**src/rtl/regfile_seq_ctrl.sv**
```systemverilog
`default_nettype none
// ============================================================================
// Module      : regfile_seq_ctrl
// Description : Instruction-ROM micro-sequencer mastering a 4x8 register file
//               write port and steering its read selects and the ALU op.
//               Optional macro SINGLE_STEP_EN adds a step input gating FETCH.
// Revision    : 1.0 - initial release
// ============================================================================
module regfile_seq_ctrl #(
  parameter int unsigned PC_W     = 8,
  parameter int unsigned RESET_PC = 0
) (
  input  logic            clk,
  input  logic            rst,
  input  logic            start,
`ifdef SINGLE_STEP_EN
  input  logic            step,
`endif
  output logic [PC_W-1:0] rom_addr,
  input  logic [7:0]      rom_data,
  output logic [7:0]      rf_d,
  output logic            rf_we,
  output logic [1:0]      rf_add,
  output logic [1:0]      rf_cha,
  output logic [1:0]      rf_chb,
  input  logic [7:0]      rf_da,
  input  logic [7:0]      alu_y,
  output logic            alu_sub,
  output logic            busy,
  output logic            halted
);

  typedef enum logic [2:0] {
    S_IDLE   = 3'd0,
    S_FETCH  = 3'd1,
    S_DECODE = 3'd2,
    S_IMM    = 3'd3,
    S_EXEC   = 3'd4,
    S_HALT   = 3'd5
  } state_t;

  localparam logic [1:0] C_OP_LDI  = 2'b00;
  localparam logic [1:0] C_OP_ADD  = 2'b01;
  localparam logic [1:0] C_OP_SUB  = 2'b10;
  localparam logic [1:0] C_OP_SPC  = 2'b11;
  localparam logic [1:0] C_SUB_JNZ = 2'b00;
  localparam logic [1:0] C_SUB_JMP = 2'b01;
  localparam logic [1:0] C_SUB_NOP = 2'b10;
  localparam logic [PC_W-1:0] C_RST_PC = RESET_PC[PC_W-1:0];

  state_t            state_q, state_d;
  logic [PC_W-1:0]   pc_q, pc_d;
  logic [7:0]        ir_q, ir_d;
  logic [7:0]        imm_q, imm_d;

  logic [1:0]        w_op, w_rd, w_ra, w_rb;
  logic              w_is_arith, w_is_jnz, w_is_jmp, w_step_ok;
  logic [PC_W-1:0]   w_pc_inc, w_tgt;

  assign w_op       = ir_q[7:6];
  assign w_rd       = ir_q[5:4];
  assign w_ra       = ir_q[3:2];
  assign w_rb       = ir_q[1:0];
  assign w_is_arith = (w_op == C_OP_ADD) || (w_op == C_OP_SUB);
  assign w_is_jnz   = (w_op == C_OP_SPC) && (w_ra == C_SUB_JNZ);
  assign w_is_jmp   = (w_op == C_OP_SPC) && (w_ra == C_SUB_JMP);
  assign w_pc_inc   = pc_q + PC_W'(1);
  assign w_tgt      = rom_data[PC_W-1:0];

`ifdef SINGLE_STEP_EN
  assign w_step_ok = step;
`else
  assign w_step_ok = 1'b1;
`endif

  always_ff @(posedge clk) begin
    if (rst) begin
      state_q <= S_IDLE;
      pc_q    <= C_RST_PC;
      ir_q    <= 8'h00;
      imm_q   <= 8'h00;
    end else begin
      state_q <= state_d;
      pc_q    <= pc_d;
      ir_q    <= ir_d;
      imm_q   <= imm_d;
    end
  end

  always_comb begin
    state_d = state_q;
    pc_d    = pc_q;
    ir_d    = ir_q;
    imm_d   = imm_q;
    case (state_q)
      S_IDLE: begin
        if (start) state_d = S_FETCH;
      end
      S_FETCH: begin
        if (w_step_ok) begin
          ir_d    = rom_data;
          pc_d    = w_pc_inc;
          state_d = S_DECODE;
        end
      end
      S_DECODE: begin
        case (w_op)
          C_OP_LDI: state_d = S_IMM;
          C_OP_ADD,
          C_OP_SUB: state_d = S_EXEC;
          default: begin
            if (w_is_jnz || w_is_jmp) state_d = S_IMM;
            else if (w_ra == C_SUB_NOP) state_d = S_FETCH;
            else state_d = S_HALT;
          end
        endcase
      end
      S_IMM: begin
        // The second byte is consumed here regardless; jumps override the PC.
        pc_d    = w_pc_inc;
        state_d = S_FETCH;
        if (w_op == C_OP_LDI) begin
          imm_d   = rom_data;
          state_d = S_EXEC;
        end else if (w_is_jmp || (w_is_jnz && (rf_da != 8'h00))) begin
          pc_d = w_tgt;
        end
      end
      S_EXEC: begin
        state_d = S_FETCH;
      end
      S_HALT: begin
        if (start) begin
          pc_d    = C_RST_PC;
          state_d = S_FETCH;
        end
      end
      default: begin
        state_d = S_IDLE;
      end
    endcase
  end

  always_comb begin
    rom_addr = pc_q;
    rf_we    = 1'b0;
    rf_add   = 2'b00;
    rf_d     = 8'h00;
    rf_cha   = 2'b00;
    rf_chb   = 2'b00;
    alu_sub  = 1'b0;
    busy     = (state_q == S_FETCH) || (state_q == S_DECODE) ||
               (state_q == S_IMM)   || (state_q == S_EXEC);
    halted   = (state_q == S_HALT);
    if (w_is_arith) begin
      rf_cha  = w_ra;
      rf_chb  = w_rb;
      alu_sub = (w_op == C_OP_SUB);
    end else if ((state_q == S_IMM) && w_is_jnz) begin
      rf_cha = w_rd;
    end
    // Gating with rst keeps a reset cycle from ever committing a write.
    if (state_q == S_EXEC) begin
      rf_we  = !rst;
      rf_add = w_rd;
      rf_d   = (w_op == C_OP_LDI) ? imm_q : alu_y;
    end
  end

endmodule
`default_nettype wire

```
**config.mk**
```make
export PLATFORM = sky130hd
export DESIGN_NAME = regfile_seq_ctrl
export DESIGN_NICKNAME = d
export VERILOG_FILES = /design/src/rtl/regfile_seq_ctrl.sv
export SDC_FILE = /design/constraint.sdc
export NUM_CORES = 1
export LEC_CHECK = 0
export BUFFER_PORTS_ARGS = -buffer_cell sky130_fd_sc_hd__buf_2
export CAP_MARGIN = 20
export CORE_MARGIN = 3
export CORE_UTILIZATION = 50
export CTS_CLUSTER_SIZE = 8
export DETAILED_ROUTE_END_ITERATION = 8
export GPL_ROUTABILITY_DRIVEN = 0
export PLACE_DENSITY = 0.79
export SYNTH_ARGS = -nofsm -noshare
export SYNTH_HDL_FRONTEND = slang
export SYNTH_SLANG_ARGS = --single-unit
```
**constraint.sdc**
```tcl
create_clock -name clk -period 2.5 [get_ports clk]
set_clock_uncertainty 0.15 [all_clocks]
set_input_delay 0.5 -clock clk [delete_from_list [all_inputs] [get_ports clk]]
set_output_delay 0.5 -clock clk [all_outputs]
set_load 0.005 [all_outputs]
```
# ---- Yosys cells after proc, flatten, opt, wreduce, memory -nomap -nowiden
# Index checks and enable logic that the tools add are counted.
dict set report classes {
  addsub 1
  n_mul 0
  n_div 0
  order_cmp 0
  n_eq_ne 12
  n_shift 0
  mux 18
  bitwise 0
  reduce_logical 20
}
# op count
set ops {}
lappend ops {{8-bit 2-to-1 mux} 5}
lappend ops {{8-bit case mux with 3 select lines} 1}
lappend ops {{3-bit case mux with 5 select lines} 1}
lappend ops {{3-bit 2-to-1 mux} 4}
lappend ops {{8-bit by 1-bit adder with 8-bit output (second input constant)} 1}
lappend ops {{2-bit 2-to-1 mux} 4}
lappend ops {{8-bit nonzero test} 1}
lappend ops {{2-bit == test (second input constant)} 3}
lappend ops {{3-bit by 2-bit == test with 1-bit output (second input constant)} 2}
lappend ops {{3-bit == test (second input constant)} 2}
lappend ops {{1-bit logical OR} 6}
lappend ops {{3-bit case mux with 2 select lines} 1}
lappend ops {{2-bit by 1-bit == test with 1-bit output (second input constant)} 2}
lappend ops {{1-bit logical AND} 4}
lappend ops {{2-bit logical NOT} 2}
lappend ops {{2-bit AND reduction} 2}
lappend ops {{2-bit OR reduction} 2}
lappend ops {{3-bit by 1-bit == test with 1-bit output (second input constant)} 1}
lappend ops {{3-bit logical NOT} 1}
lappend ops {{3-bit nonzero test} 1}
lappend ops {{1-bit 2-to-1 mux} 2}
lappend ops {{2-bit by 1-bit inequality test with 1-bit output (second input constant)} 1}
lappend ops {{2-bit inequality test (second input constant)} 1}
lappend ops {{1-bit logical NOT} 1}
dict set report word_totals {
  regBits 27
  latchBits 0
  mem_bits_rw 0
  rom_bits 0
  out_inout_bits 26
  word_cells 55
  memories 0
}

# ---- Depth between registers and ports, before layout
# Gate-level depths: netlist (run 1).
dict set report logic_depth {
  ltp_word 7
  depth_mapped 7
  ltp_nobuf 6
}

# ---- Worst setup path after synthesis (run 1)
# No wires, ideal clock.
dict set report synth_timing {
  path_type {register -> output}
  from {register state_q[1]}
  to {output rf_cha[1]}
  t_arrival_ns 1.328
  slack_ns 0.522
  stages_incl_launch_ff 6
  n_path_buf 1
  cell_sequence {dfxtp_1 > buf_2 > nor2b_1 > nand2_1 > nor3_1 > a32o_1}
}
dict set report synth_between {
  elab_chain_cells 4
}
# item line_no
set synth_rtl {}
lappend synth_rtl {{start, declared} 51} ;# state_t state_q, state_d;
lappend synth_rtl {{start signal, assigned} 83} ;# state_q <= state_d;
lappend synth_rtl {{3-bit by 2-bit == test with 1-bit output} 159} ;# end else if ((state_q == S_IMM) && w_is_jnz) begin
lappend synth_rtl {{1-bit logical AND} 159}
lappend synth_rtl {{2-bit 2-to-1 mux} 159}
lappend synth_rtl {{2-bit 2-to-1 mux} 155} ;# if (w_is_arith) begin
lappend synth_rtl {{end, declared} 24} ;# output logic [1:0] rf_cha,
# No other way between the ends.

# ---- Worst setup path after layout (run 1)
dict set report layout_timing {
  from {register ir_q[7]}
  to {output rf_cha[0]}
}
dict set report layout_between {
  elab_chain_cells 5
  elab_cells_between_ends 8
  cone_classes {3 x eq/ne; 2 x mux; 3 x reduce/logical}
}
# item line_no
set layout_rtl {}
lappend layout_rtl {{start, declared} 53} ;# logic [7:0] ir_q, ir_d;
lappend layout_rtl {{start signal, assigned} 85} ;# ir_q <= ir_d;
lappend layout_rtl {{2-bit == test} 65} ;# assign w_is_jnz = (w_op == C_OP_SPC) && (w_ra == C_SUB_JNZ);
lappend layout_rtl {{1-bit logical AND} 65}
lappend layout_rtl {{1-bit logical AND} 159}
lappend layout_rtl {{2-bit 2-to-1 mux} 159}
lappend layout_rtl {{2-bit 2-to-1 mux *} 155}
# Mark *: on every way between the ends. The rest lies on a longest branch, timed or not.

==> key figures, run 1 <==
Status
  • Run status: completed

Yosys
  • YS warnings: 0
  • Number of synthesized flops with an enable pin: 0
  • Synth top cells by count: nand2_1, dfxtp_1, a21oi_1
  • Top cells by area, synth: dfxtp_1, nand2_1, a21oi_1, mux2i_1, nor2_1
  • #FFs+latches synth: 27
  • Sequential element share of the synthesized area: 33.23%
  • Leading area contributor after synthesis: dfxtp_1
  • Distinct cells, synth: 45
  • Most numerous cell in the Yosys netlist: nand2_1
  • Syn Area/Cell: 7.896 sq um
  • Post-synth ARST share: 0%
  • Ys flop type: dfxtp_1
  • Mapped Area: 1627 sq um
  • Syn Nets: 237
  • Yosys top cell area share: 33.23%
  • Synthesized instance count: 206

Routing
  • Wirelength, routed: 4347 um
  • Routed vias/inst: 5.513
  • Detail Route Antenna Nets: 0
  • First-pass detailed-route iteration total: 4
  • Total number of vias: 1687
  • DR WL/cell: 14.21 um
  • DR iter-0 viols: 122
  • # DRC: 0

Place
  • Placed inst area: 1968 sq um
  • PortBufs: 52
  • Setup WS pre-CTS: 467.2 ps
  • Placed cell count: 302
  • HPWL after detailed placement: 3284 um

Critical path
  • Startpoint types: flip-flop
  • Max incr delay on CP: 410 ps
  • CP Data Arrival Time: 1730 ps
  • CP Max Fanout: 5
  • Worst-path cell chain: ha_1 > or2b_1 > nor3_2 > a31o_2 > buf_2
  • CP max stage cell: dfxtp_1
  • Kind of critical path: flip-flop to primary output
  • Crit path capture type: primary output
  • CP required: 1850 ps
  • Worst reg2reg setup slack: 460 ps

CTS
  • CTS tree: done
  • Sink Count: 27
  • CTS clk-pin slew, worst paths: 160 ps
  • Num CTS Buffers: 3
  • Clk buf depth: 2
  • Clk Latency, worst-skew pair: 340 ps
  • Post-CTS Setup Inserts: 0
  • CTS root buf: clkbuf_4
  • H-tree Lvls: 1

Layout
  • Fill cell count: 296
  • Non-filler cells, final: 306
  • Fin nets: 294
  • Share of layout cells above drive strength 1: 29.77%
  • P&R area growth vs syn: 23.31%
  • Antenna Cells: 0
  • Final instance area: 2006 sq um

Die
  • Die W: 63.04 um
  • Initial core utilization: 52.85%
  • Die H: 63.04 um
  • Die Area: 3973 sq um
  • Site Rows: 20
  • Total core area: 3078 sq um
  • I/O pin cnt: 53

Timing
  • Maximum clock rate: 420.3 MHz
  • Final setup viols: 0
  • Slew margin rel.: 69.29%
  • Slew Limit Fails: 0
  • Min Tclk post-route: 2379 ps
  • Final setup margin: 120.8 ps
  • Slew @ Worst Pin: 460.6 ps
  • Tcrit/Tclk final: 95.17%
  • Final Hold Fails: 0

GRT
  • Met1 Use GR: 31.02%
  • Antenna violations before repair: 0
  • Grt met2 use: 36.63%
  • Number of global-route vias before repair: 1579
  • GR Overflow Total: 0
  • First-pass GRT wire length: 7341 um
  • Global routing's busiest layer: met2
  • Routing usage on met3: 4.317%
  • Gr usage total: 22.56%
  • Largest net degree at the start of global routing: 21

Hold path
  • Worst hold-check path type: input pin to flip-flop

Power and ir drop
  • Sequential fraction of design power: 51.3%
  • Clock group share of total power: 22.4%
  • Sw Ratio: 33.31%
  • Static Leakage: 0.0008702 uW
  • Internal power: 618.4 uW
  • Combinational share of power: 26.3%
  • Sw Pwr: 308.9 uW
  • Power Dens Cells: 462.3 nW/um^2
  • Worst VDD drop: 0.0003015 V

Flow run
  • Max-cap viol count: 0
[repair_timing]
item	4_1_cts	5_1_grt
endpoints found under the hold margin	0	0
hold buffers	0	0
endpoints found under the setup margin	0	2
gates resized for setup	0	2
[logic make-up after synthesis]
family / synth area share (%)
flops: 33.23
buf+inv: 3.230
compound gates: 20.62
fa+ha+maj: 3.077
simple gates: 32.38
xor+xnor: 0.5386
mux: 6.923
[final timing paths]
| path | from | to | cells past startpoint |
|---|---|---|---|
| hold / removal | rom_data[3] | imm_q[3] | 3 |
| hold reg to reg | imm_q[7] | imm_q[7] | 2 |
| setup reg to reg | ir_q[6] | rom_addr[3] | 6 |
| setup / recovery | ir_q[7] | rf_cha[0] | 5 |
[layout by cell type, fill, tap and decap left out, types with 3 or more instances in the layout]
master	count
mux2i_1	9
dfxtp_1	27
buf_4	8
ha_1	4
nand2b_1	5
a221o_1	6
nand3_1	3
nor3b_1	4
or2_2	3
a21oi_1	23
buf_2	52
nor2_1	17
o21ai_0	3
nor3_1	6
nand2_1	43
and2_1	6
clkbuf_4	3
inv_1	4
[metal layers]
layer / vias up / part of all wire, %
li1: 849 / -
met1: 770 / 45
met2: 64 / 47
met3: 4 / 7.0
met4: 0 / 0.60
met5: - / 0
[registers in the layout, indices dropped and copies added (netlist names)]
name / count
imm_q: 8
ir_q: 8
rom_addr: 8
state_q: 3
[power groups by stage]
stage | logic [uW] | registers [uW] | clock network, uW
3_5_place_dp | 240 | 485 | 0
2_1_floorplan | 152 | 481 | 0
5_1_grt | 271 | 481 | 223
4_1_cts | 241 | 476 | 207
6_report | 243 | 476 | 208
3_3_place_gp | 238 | 485 | 0
[area by class of cell]
cell class / instances / area [sq um] / share of cell area, %
Multi-Input combinational cell: 166 / 1041 / 51.90
Sequential cell: 27 / 540.5 / 26.95
Timing Repair Buffer: 60 / 320.3 / 15.97
Tap cell: 44 / 55.05 / 2.745
Clock buffer: 3 / 22.52 / 1.123
Inverter: 5 / 18.77 / 0.9357
Clock inverter: 1 / 7.507 / 0.3743
[stage by stage]
step                      hold slack [ps]  util, %  TNS, ps  total power, uW
after CTS                           255.8    64.92        0            923.5
after floorplan                     281.7        -        0            632.2
final                               254.0    65.16        0            927.3
after global routing                258.6    65.16   -7.609            974.8
after detailed placement            300.0    63.94        0            725.4
after global placement              290.7    63.94        0            722.6
[worst max-delay path: cells and delay by family, from the launching register on]
| kind | cells | cell delay [ps] |
|---|---|---|
| AO/OA/AOI/OAI | 1 | 190 |
| flip-flops | 1 | 410 |
| buffers and inverters | 1 | 110 |
| adder cells (fa/ha/maj) | 1 | 230 |
| AND/OR/NAND/NOR | 2 | 460 |
(Power assumes the default switching activity.)
==> run 2: changes to the inputs <==
--- a/config.mk
+++ b/config.mk
@@ -8,11 +8,12 @@
 export BUFFER_PORTS_ARGS = -buffer_cell sky130_fd_sc_hd__buf_2
 export CAP_MARGIN = 20
 export CORE_MARGIN = 3
-export CORE_UTILIZATION = 50
+export CORE_UTILIZATION = 52
+export CTS_BUF_LIST = sky130_fd_sc_hd__clkbuf_8
 export CTS_CLUSTER_SIZE = 8
 export DETAILED_ROUTE_END_ITERATION = 8
 export GPL_ROUTABILITY_DRIVEN = 0
-export PLACE_DENSITY = 0.79
+export PLACE_DENSITY = 0.82
 export SYNTH_ARGS = -nofsm -noshare
 export SYNTH_HDL_FRONTEND = slang
 export SYNTH_SLANG_ARGS = --single-unit
==> run 2 against run 1 <==
Against the previous run:
- die area fell by 3.5%
- total power rose by 5.4%
- global-route usage rose by 1.6 points
- critical endpoint is now rf_cha[1]
- highest routed layer unchanged
==> key figures, run 2 (synthesis gave the netlist of run 1 again) <==
Timing
  • Slew margin rel.: 60.05% (-9.2 points)
  • Final Hold Fails: 0 (unchanged)
  • Maximum clock rate: 429.1 MHz (+2.1%)
  • Final setup viols: 0 (unchanged)
  • RSZ-0062 raised after global routing: false
  • Setup TNS: 0 ps (unchanged)
  • Slew @ Worst Pin: 599.3 ps (+138.6 ps)
  • Tcrit/Tclk final: 93.21% (-2.0 points)
  • Slew Limit Fails: 0 (unchanged)
  • Final setup margin: 169.7 ps (+48.96 ps)
  • Min Tclk post-route: 2330 ps (-48.96 ps)
  • Hold_ws: 308.6 ps (+54.55 ps)

Die
  • Die Area: 3835 sq um (-3.5%)
  • I/O pin cnt: 53 (unchanged)
  • Initial core utilization: 56.55% (+3.7 points)
  • Die W: 61.93 um (-1.8%)
  • Total core area: 2877 sq um (-6.5%)
  • Site Rows: 19 (-5.0%)
  • Die H: 61.93 um (-1.8%)

Flow run
  • Max-cap viol count: 0 (unchanged)

GRT
  • Largest net degree at the start of global routing: 33 (+57%)
  • GR Overflow Total: 0 (unchanged)
  • Gr usage total: 24.19% (+1.6 points)
  • Number of global-route vias before repair: 1498 (-5.1%)
  • First-pass GRT wire length: 6934 um (-5.5%)
  • Antenna violations before repair: 0 (unchanged)

Power and ir drop
  • Clock group share of total power: 26.6% (+4.2 points)
  • Power Dens Cells: 486.2 nW/um^2 (+5.2%)
  • Sequential fraction of design power: 49.2% (-2.1 points)
  • Worst VDD drop: 0.0003341 V (+11%)
  • Static Leakage: 0.0008729 uW (+0.31%)
  • Sw Pwr: 308.3 uW (-0.20%)
  • Internal power: 668.7 uW (+8.1%)
  • Sw Ratio: 31.56% (-1.8 points)
  • Combinational share of power: 24.2% (-2.1 points)

Place
  • Setup WS pre-CTS: 424.0 ps (-43.16 ps)
  • Placed cell count: 299 (-0.99%)
  • HPWL after detailed placement: 3272 um (-0.36%)
  • PortBufs: 52 (unchanged)

Routing
  • Total number of vias: 1697 (+0.59%)
  • Detail Route Antenna Nets: 0 (unchanged)
  • First-pass detailed-route iteration total: 4 (unchanged)
  • DR WL/cell: 14.15 um (-0.38%)
  • DR iter-0 viols: 137 (+12%)
  • Wirelength, routed: 4288 um (-1.4%)
  • Routed vias/inst: 5.601 (+1.6%)
  • # DRC: 0 (unchanged)

Layout
  • Finished Core Util: 69.86% (+4.7 points)
  • Most common cell after layout, fill and taps aside: buf_2
  • Share of layout cells above drive strength 1: 29.12% (-0.65 points)
  • Antenna Cells: 0 (unchanged)
  • Fin nets: 293 (-0.34%)
  • Commonest non-fill, non-tap cells in the layout: buf_2, nand2_1, dfxtp_1
  • P&R area growth vs syn: 23.54%
  • Non-filler cells, final: 303 (-0.98%)

CTS
  • CTS clk-pin slew, worst paths: 100 ps (-60 ps)
  • # resized after CTS: 0 (unchanged)
  • Num CTS Buffers: 3 (unchanged)
  • H-tree Lvls: 1 (unchanged)
  • Clk buf depth: 2 (unchanged)
  • CTS tree: done
  • Clk Latency, worst-skew pair: 280 ps (-60 ps)
  • Sink Count: 27 (unchanged)
  • CTS Hold Buffers Added: 0 (unchanged)
  • Post-CTS Setup Inserts: 0 (unchanged)
  • CTS root buf: clkbuf_8

Critical path
  • CP Max Fanout: 7 (+2)
  • Startpoint types: flip-flop
  • Kind of critical path: flip-flop to primary output
  • CP Data Arrival Time: 1680 ps (-50 ps)
  • CP required: 1850 ps (about the same)
  • Crit path capture type: primary output

Status
  • Run status: completed

Hold path
  • Worst hold-check path type: flip-flop to flip-flop
[run 2: changes by cell type in the layout (fill, tap and decap cells not counted)]
cell      change
clkbuf_4      -3
clkbuf_8      +3
buf_4         -1
nor3_1        +1
nor3_2        -1
[run 2: power groups by stage]
| stage | Combinational, uW | Clock, uW | Sequential (uW) |
|---|---|---|---|
| 3_3_place_gp | 230 | 0 | 489 |
| 3_5_place_dp | 234 | 0 | 490 |
| 2_1_floorplan | 152 | 0 | 481 |
| 4_1_cts | 235 | 264 | 480 |
| 5_1_grt | 263 | 282 | 485 |
| 6_report | 237 | 260 | 481 |
[run 2: per-stage QoR]
stage | total power [uW] | area, sq um
global placement | 719.6 | 1958
finish | 977.0 | 2009
floorplan | 632.2 | 1627
CTS | 978.6 | 2007
global route | 1029 | 2009
detailed placement | 723.9 | 1958
[run 2: final timing paths]
kind / slack, ps / end / depth (start not counted) / from
max: 170 / rf_cha[1] / 5 / ir_q[6]
min: 310 / imm_q[4] / 2 / imm_q[4]
max reg2reg: 460 / rom_addr[1] / 6 / ir_q[6]
min reg2reg: 310 / imm_q[4] / 2 / imm_q[4]
[run 2: final cells by class]
class,count,area (sq um)
inverter,5,18.77
fill,269,867.1
clock inverter,1,7.507
sequential,27,540.5
multi-input combinational,166,1036
tap,42,52.55
clock buffer,3,41.29
timing repair buffer,59,312.8
[run 2: per-layer routing]
layer  up-vias  part of all wire, %  track usage [%]
met4         0                  1.4            8.485
met1       776                   45            33.71
met3         7                  7.0            3.306
li1        846                    -                -
met5         -                    0                0
met2        68                   46            38.27
[run 2: critical path, stage by stage (launching register included)]
cell and delay, ps:
dfxtp_1 370, inv_1 70, ha_1 390, nor3_1 280, a32o_1 190, buf_2 100
==> run 3: changes to the inputs <==
==> constraint.sdc (replaced) <==
create_clock -name clk -period 2.5 [get_ports clk]
set_clock_uncertainty 0.15 [all_clocks]
set_input_delay 0.5 -clock clk [delete_from_list [all_inputs] [get_ports clk]]
set_output_delay 0.5 -clock clk [all_outputs]
set_load 0.05 [all_outputs]
==> run 3 against run 2 <==
Against the previous run:
- sequential power fell by 1%
- utilization rose by 0.96 points
- clock power fell by 6%
- sequential cell count did not move
- critical path type unchanged
- highest routed layer unchanged
- sequential share of layout area fell by 0.36 points
==> key figures, run 3 (synthesis gave the netlist of run 1 again) <==
Status
  • Run status: completed

Layout
  • Commonest non-fill, non-tap cells in the layout: buf_2, nand2_1, dfxtp_1
  • P&R area growth vs syn: 25.23%
  • Most common cell after layout, fill and taps aside: buf_2
  • Finished Core Util: 70.81% (+0.96 points)
  • Fin nets: 296 (+1.0%)
  • Share of layout cells above drive strength 1: 29.92% (+0.81 points)
  • Antenna Cells: 0 (unchanged)

Timing
  • Maximum clock rate: 413.4 MHz (-3.7%)
  • Slew margin rel.: 69.57% (+9.5 points)
  • Final setup viols: 0 (unchanged)
  • Slew Limit Fails: 0 (unchanged)
  • Slew @ Worst Pin: 456.4 ps (-142.8 ps)
  • Tcrit/Tclk final: 96.77% (+3.6 points)
  • Min Tclk post-route: 2419 ps (+88.87 ps)
  • Final setup margin: 80.86 ps (-88.87 ps)
  • Final Hold Fails: 0 (unchanged)

Critical path
  • Crit path capture type: primary output
  • Kind of critical path: flip-flop to primary output
  • Startpoint types: flip-flop
  • RR Endpoint: rom_addr[5]
  • CP Data Arrival Time: 1770 ps (+90 ps)
  • Reg2reg path depth: 6 (unchanged)
  • FF-to-FF Start: ir_q[6]
  • CP Max Fanout: 5 (-2)
  • Worst reg2reg setup slack: 410 ps (-50 ps)
  • CP required: 1850 ps (about the same)
  • Worst Setup SP: ir_q[7]

CTS
  • CTS tree: done
  • Clk Latency, worst-skew pair: 270 ps (about the same)
  • Clk buf depth: 2 (unchanged)
  • Num CTS Buffers: 3 (unchanged)
  • H-tree Lvls: 1 (unchanged)
  • CTS Hold Buffers Added: 0 (unchanged)
  • CTS root buf: clkbuf_8
  • Sink Count: 27 (unchanged)
  • CTS clk-pin slew, worst paths: 90 ps (about the same)
  • Post-CTS Setup Inserts: 0 (unchanged)

Routing
  • DR WL/cell: 14.09 um (-0.45%)
  • Wirelength, routed: 4311 um (+0.54%)
  • First-pass detailed-route iteration total: 4 (unchanged)
  • DR iter-0 viols: 169 (+23%)
  • Detail Route Antenna Nets: 0 (unchanged)
  • # DRC: 0 (unchanged)
  • Routed vias/inst: 5.552 (-0.86%)
  • Total number of vias: 1699 (+0.12%)

GRT
  • Largest net degree at the start of global routing: 20 (-39%)
  • Number of global-route vias before repair: 1523 (+1.7%)
  • First-pass GRT wire length: 6900 um (-0.49%)
  • GR Overflow Total: 0 (unchanged)
  • Antenna violations before repair: 0 (unchanged)
  • Gr usage total: 23.99% (-0.20 points)

Power and ir drop
  • Power Dens Cells: 497.4 nW/um^2 (+2.3%)
  • Static Leakage: 0.0008895 uW (+1.9%)
  • Worst VDD drop: 0.0003081 V (-7.8%)
  • Sequential fraction of design power: 46.9% (-2.3 points)
  • Clock group share of total power: 24.1% (-2.5 points)
  • Total power: 1013 uW (+3.7%)
  • Sw Ratio: 33.63% (+2.1 points)
  • Internal power: 672.5 uW (+0.57%)
  • Combinational share of power: 28.9% (+4.7 points)
  • Sw Pwr: 340.7 uW (+11%)

Die
  • Die W: 61.93 um (unchanged)
  • Die Area: 3835 sq um (unchanged)
  • Total core area: 2877 sq um (unchanged)
  • I/O pin cnt: 53 (unchanged)
  • Initial core utilization: 56.55% (unchanged)
  • Site Rows: 19 (unchanged)
  • Die H: 61.93 um (unchanged)

Flow run
  • Max-cap viol count: 0 (unchanged)

Place
  • Setup WS pre-CTS: 309.8 ps (-114.2 ps)
  • HPWL after detailed placement: 3355 um (+2.5%)
  • PortBufs: 52 (unchanged)

Hold path
  • Worst hold-check path type: flip-flop to flip-flop
  • Hold Path End: imm_q[4]
  • Hold-critical path depth: 2 (unchanged)
  • HP Start: imm_q[4]
[run 3: cell types whose count changed in the layout (fill, tap and decap cells not counted)]
cell        before  now
nor2b_1          1    2
clkbuf_4         0    2
nor3_1           7    6
clkinvlp_4       1    0
buf_4            7   10
buf_2           52   50
nor2b_2          1    0
nor3_2           1    2
clkinv_2         0    1
[run 3: worst max-delay path by stage]
stage,to,slack [ps],cells past startpoint
2_1_floorplan,rf_cha[1],210,5
3_3_place_gp,rf_cha[1],390,5
3_5_place_dp,rf_cha[0],310,5
4_1_cts,rf_cha[1],10,5
5_1_grt,rf_cha[1],-30,5
6_report,rf_cha[1],80,5
[run 3: area by class of cell]
type	count	area, sq um
inverters	5	18.77
well taps	42	52.55
multi-input cells	166	1039
clock inverters	1	5.005
fillers	247	839.6
clock buffers	3	41.29
repair buffers	62	340.3
flip-flops and latches	27	540.5
[run 3: critical path, stage by stage, from the launching register on]
cell,delay [ps]
dfxtp_1,380
ha_1,240
or2b_1,300
nor3_2,170
a32o_1,190
clkbuf_4,220
[run 3: what timing repair did]
action                     CTS  global route
resized for setup            0             3
hold endpoints to repair     0             0
setup endpoints to repair    0             2
[run 3: metrics by stage]
stage	cells	TNS, ps	hold slack [ps]	cell area, sq um
global placement	302	0	290.8	1981
CTS	306	0	312.3	2027
finish	306	0	315.4	2037
global route	306	-50.44	338.2	2037
floorplan	206	0	281.7	1627
detailed placement	302	0	299.4	1981
[run 3: metal layers]
layer | share of wire (%) | track usage, % | up-vias
li1 | - | - | 854
met1 | 47 | 33.88 | 760
met2 | 46 | 38.57 | 78
met3 | 6.1 | 2.686 | 7
met4 | 1.2 | 6.970 | 0
met5 | 0 | 0 | -
[run 3: power by group through the flow]
stage | Combinational [uW] | Sequential, uW | Clock, uW
finish | 293 | 476 | 244
detailed placement | 288 | 486 | 0
global route | 320 | 479 | 266
CTS | 290 | 475 | 248
floorplan | 181 | 495 | 0
global placement | 284 | 484 | 0
